===== src/rtl/usr_shift_sequencer.sv =====
// usr_shift_sequencer
//
// Command sequencer for the universal shift register (usr). It sits directly
// upstream of the usr and drives its ctrl and d inputs. Each accepted command
// produces one parallel-load cycle, then the requested number of shift cycles,
// then one capture cycle. The capture cycle samples the usr output into result.
//
// Ports:
//   clk        rising-edge clock, shared with the usr
//   rst        synchronous reset, active-high
//   cmd_valid  command present
//   cmd_ready  sequencer can accept a command (IDLE and not in reset)
//   cmd_dir    0 = right shift, 1 = left shift
//   cmd_data   value to parallel-load into the usr
//   cmd_count  number of shift cycles; values above N clamp to N
//   ctrl       to usr ctrl: 00 hold, 01 right, 10 left, 11 load
//   d          to usr d
//   q_in       from usr q
//   result     q_in captured after the final shift; holds until the next done
//   busy       high while a command is in progress
//   done       one-cycle pulse, result valid from that cycle

module usr_shift_sequencer #(
  parameter int N     = 8,
  parameter int CNT_W = 4
) (
  input  logic             clk,
  input  logic             rst,
  input  logic             cmd_valid,
  output logic             cmd_ready,
  input  logic             cmd_dir,
  input  logic [N-1:0]     cmd_data,
  input  logic [CNT_W-1:0] cmd_count,
  output logic [1:0]       ctrl,
  output logic [N-1:0]     d,
  input  logic [N-1:0]     q_in,
  output logic [N-1:0]     result,
  output logic             busy,
  output logic             done
);

  localparam logic [1:0] CTRL_HOLD  = 2'b00;
  localparam logic [1:0] CTRL_RIGHT = 2'b01;
  localparam logic [1:0] CTRL_LEFT  = 2'b10;
  localparam logic [1:0] CTRL_LOAD  = 2'b11;

  localparam logic [CNT_W-1:0] N_CNT = CNT_W'(N);

  typedef enum logic [1:0] {
    IDLE    = 2'd0,
    LOAD    = 2'd1,
    SHIFT   = 2'd2,
    CAPTURE = 2'd3
  } state_t;

  state_t           state;
  state_t           state_next;

  logic [N-1:0]     data_q;
  logic             dir_q;
  logic [CNT_W-1:0] remaining;
  logic [CNT_W-1:0] count_clamped;
  logic             accept;

  // Oversized counts saturate at N, since more than N shifts cannot change
  // a zero-filled N-bit register any further.
  assign count_clamped = (cmd_count > N_CNT) ? N_CNT : cmd_count;

  assign accept = cmd_valid & cmd_ready;

  // State register. Reset from any state aborts the command silently.
  always_ff @(posedge clk) begin
    if (rst) begin
      state <= IDLE;
    end else begin
      state <= state_next;
    end
  end

  // Next-state and output decode. ctrl and d depend only on the registered
  // state and the latched command, so nothing on cmd_* reaches the usr
  // combinationally. cmd_ready is the only output that sees rst directly:
  // it has to stay low while reset is asserted.
  always_comb begin
    state_next = state;
    ctrl       = CTRL_HOLD;
    d          = '0;
    busy       = 1'b0;
    cmd_ready  = 1'b0;

    unique case (state)
      IDLE: begin
        cmd_ready = ~rst;
        if (cmd_valid && !rst) begin
          state_next = LOAD;
        end
      end

      LOAD: begin
        ctrl = CTRL_LOAD;
        d    = data_q;
        busy = 1'b1;
        if (remaining != '0) begin
          state_next = SHIFT;
        end else begin
          state_next = CAPTURE;
        end
      end

      SHIFT: begin
        ctrl = dir_q ? CTRL_LEFT : CTRL_RIGHT;
        d    = data_q;
        busy = 1'b1;
        // remaining counts the shift cycles still owed, including this one.
        // The <= also covers a zero count, which should never reach SHIFT.
        if (remaining <= CNT_W'(1)) begin
          state_next = CAPTURE;
        end
      end

      CAPTURE: begin
        ctrl       = CTRL_HOLD;
        d          = data_q;
        busy       = 1'b1;
        state_next = IDLE;
      end

      default: begin
        state_next = IDLE;
      end
    endcase
  end

  // Command latches, shift counter, result capture, and the done pulse.
  // done is registered off the CAPTURE state, so it rises in the first IDLE
  // cycle together with the newly captured result.
  always_ff @(posedge clk) begin
    if (rst) begin
      data_q    <= '0;
      dir_q     <= 1'b0;
      remaining <= '0;
      result    <= '0;
      done      <= 1'b0;
    end else begin
      done <= 1'b0;
      unique case (state)
        IDLE: begin
          if (accept) begin
            data_q    <= cmd_data;
            dir_q     <= cmd_dir;
            remaining <= count_clamped;
          end
        end

        SHIFT: begin
          if (remaining != '0) begin
            remaining <= remaining - CNT_W'(1);
          end
        end

        CAPTURE: begin
          result <= q_in;
          done   <= 1'b1;
        end

        default: begin
        end
      endcase
    end
  end

endmodule


===== config.mk =====
export PLATFORM = sky130hd
export DESIGN_NAME = usr_shift_sequencer
export DESIGN_NICKNAME = d
export VERILOG_FILES = /design/src/rtl/usr_shift_sequencer.sv
export SDC_FILE = /design/constraint.sdc
export NUM_CORES = 1
export LEC_CHECK = 0
export BUFFER_PORTS_ARGS = -buffer_cell sky130_fd_sc_hd__buf_2
export CAP_MARGIN = 20
export CORE_UTILIZATION = 52
export DETAILED_ROUTE_END_ITERATION = 16
export HOLD_SLACK_MARGIN = 0.08
export PLACE_DENSITY = 0.91
export SYNTH_ARGS = -nofsm -noshare
export SYNTH_HDL_FRONTEND = slang
export SYNTH_SLANG_ARGS = --single-unit
export TNS_END_PERCENT = 100

===== constraint.sdc =====
create_clock -name clk -period 3.4 [get_ports clk]
set_input_delay 0 -clock clk [delete_from_list [all_inputs] [get_ports clk]]
set_output_delay 0 -clock clk [all_outputs]
set_load 0.05 [all_outputs]

==> out/metrics.cfg <==
[sta]
setup_tns_ns = 0
final_max_slew_viol_count = 0
tightest_slew_ns = 0.541
hold_viol = 0
fin_skew_ns = 0.0102
setup_ws_ns = 1.41
min_period_ns = 1.99
slew_headroom = 0.639
setup_violations = 0
rsz0062_at_grt = no
clock.fmax_ghz = 0.502
period_share = 0.586

[logic_synthesis]
syn_area_mm2 = 0.00123
yosysWarningCount = 0
synth_top_family_by_area = simple AND/OR/NAND/NOR gates
async_flop_share = 0
ys_seq_elements = 24
synth_common_cells = 24 x dfxtp_1, 21 x nand2_1, 14 x nor2b_1
synth.top_cell.area_share = 0.390
synth_edf_count = 0
synthSimpleGateAreaFrac = 0.331
yosysMostFrequentCell = dfxtp_1
ys_seq_area_frac = 0.390
synth_compound_area_frac = 0.0843
syn-num-nets = 172
synthesis.instances = 142
synth_fa_ha_area_frac = 0.0610
yosys-mux-area-fraction = 0.0823
syn_area_per_cell_um2 = 8.67
synth_top_area_cell = dfxtp_1
ys_top_cells_by_area = dfxtp_1 39%, mux2i_1 7.3%, nor2b_1 7.1%, nand2_1 6.4%, ha_1 6.1%
synth_xor_area_frac = 0
synth_cell_types = 31
synthFlopType = dfxtp_1

[drt]
drt_iter0_drc = 18
vias = 1193
wl_um = 3160
drcViolationCount = 0
post_drt_wl_per_cell_um = 13.8
vias_per_cell = 5.21
drt_pass1_iterations = 4
ant_nets = 0

[place]
placed_cells = 206
hpwl_um = 2070
gp_congestion = 0.759
dpl_worst_slack_ns = 1.42
numPortBuffers = 44

[run]
max_cap_viol_count = 0

[clocking]
cts_buffers = 3
path_clk_slew_ns = 0.14
cts_buffer_depth = 2
clkSinkCount = 24
cts_tree = built
clock-root-buffer = clkbuf_4
clk_latency_ns = 0.33
cts_max_level = 1

[power]
powerDensity_mw_per_mm2 = 736
pwr-share-seq = 0.308
p_int_mw = 0.676
ir_drop_v = 0.000499
leakage_nw = 0.791
pwr-share-clk = 0.167
power.share.switching = 0.456
p_comb_frac = 0.525
switchingPower_mw = 0.566

[setup_path]
end_kind = flip-flop
required_ns = 3.66
critPathKind = flip-flop to flip-flop
cp.arrival_ns = 2.26
rrSetupSlack_ns = 1.41
cp_max_fo = 16
cp-start-kind = flip-flop

[grt]
grt_use_total = 0.265
gr-usage-met1 = 0.287
grt-ovfl-total = 0
grt_pass1_wl_um = 5040
grt_use_met2 = 0.489
grt_max_degree = 29
antenna_found_initial = 0
grt_pass1_vias = 1160
met3_usage = 0.0485
top_usage_layer = met2

[floorplan]
die-height_um = 50.7
initial_core_util = 0.557
die_w_um = 50.7
core-area_mm2 = 0.00221
die-area_mm2 = 0.00257
ios = 45
rows = 17

[cells_and_area]
area_growth_pct = 37.2
final-instance-count-excl-fill = 229
nNetsFinal = 232
drive_above_1_share = 0.259
antenna_cells = 0

[outcome]
outcome = finished, final reports clean

[hold_path]
hold_path.class = primary input to flip-flop

## layout by cell type (no fill, tap or decap), types with 2 or more instances in the layout
master / Yosys / routed
nor2_1: 11 / 11
nand4b_1: 2 / 2
buf_2: 2 / 44
nand2b_1: 4 / 4
nand3b_1: 9 / 9
nand2_1: 21 / 21
nor3_1: 2 / 2
ha_1: 6 / 6
nor2b_1: 14 / 14
a21oi_1: 3 / 3
inv_1: 6 / 6
dlygate4sd3_1: 0 / 19
clkbuf_4: 0 / 3
o21ai_0: 4 / 4
mux2i_1: 9 / 9
nor3b_1: 4 / 4
dfxtp_1: 24 / 24
a31oi_1: 2 / 2
## registers in the layout, summed over array words and instances, names as in the netlist
name,flops
result,8
remaining,4
data_q,8
state,2
dir_q,1
done,1
## metal layers
layer,vias to the layer above,routed length [um]
li1,595,-
met2,44,1610
met5,-,0
met1,548,1370
met3,6,125
met4,0,59
## layout make-up
class,instances,area (um2)
Sequential cell,24,480
Clock inverter,1,30.0
Timing Repair Buffer,63,410
Fill cell,145,523
Multi-Input combinational cell,104,688
Clock buffer,3,22.5
Inverter,6,22.5
Tap cell,28,35.0
## worst max-delay path: stages, from the launching register on
cell and delay, ns:
dfxtp_1 0.37, inv_1 0.13, ha_1 0.52, nand3b_4 0.21, a22o_1 0.32, or2_0 0.23, a21oi_1 0.15
## cell families after synthesis
logic type,after synthesis
compound gates,16
buf+inv,14
mux,10
flops,24
simple gates,72
fa+ha+maj,6
## path summary, 6_finish.rpt
path	startpoint	end	cells past startpoint
setup / recovery	state[0]$_SDFFE_PP0P_	remaining[2]$_SDFFE_PP0P_	6
hold / removal	rst	result[6]$_SDFFE_PP0P_	2
setup reg to reg	state[0]$_SDFFE_PP0P_	remaining[2]$_SDFFE_PP0P_	6
hold reg to reg	data_q[2]$_SDFFE_PP0P_	data_q[2]$_SDFFE_PP0P_	2
## power by group through the flow
stage | sequential (mW) | combinational, mW | clock [mW]
after floorplan | 0.412 | 0.467 | 0
after global placement | 0.381 | 0.597 | 0
after detailed placement | 0.387 | 0.622 | 0
after CTS | 0.380 | 0.645 | 0.211
after global routing | 0.389 | 0.697 | 0.222
final | 0.383 | 0.653 | 0.207
## metrics by stage
| step | cell area [um2] | utilization | power [mW] | hold slack (ns) |
|---|---|---|---|---|
| 6_report | 1690 | 0.764 | 1.24 | 0.0903 |
| 2_1_floorplan | 1230 | - | 0.879 | 0.0989 |
| 3_3_place_gp | 1450 | 0.654 | 0.978 | 0.186 |
| 3_5_place_dp | 1450 | 0.654 | 1.01 | 0.191 |
| 5_1_grt | 1690 | 0.764 | 1.31 | 0.0989 |
| 4_1_cts | 1690 | 0.764 | 1.24 | 0.0837 |
## repair_timing
action,CTS,global route
hold buffers,19,0
buffers inserted,0,0
hold endpoints to repair,18,0
endpoints found under the setup margin,0,0
gates resized for setup,0,0
(Power assumes the default switching activity.)
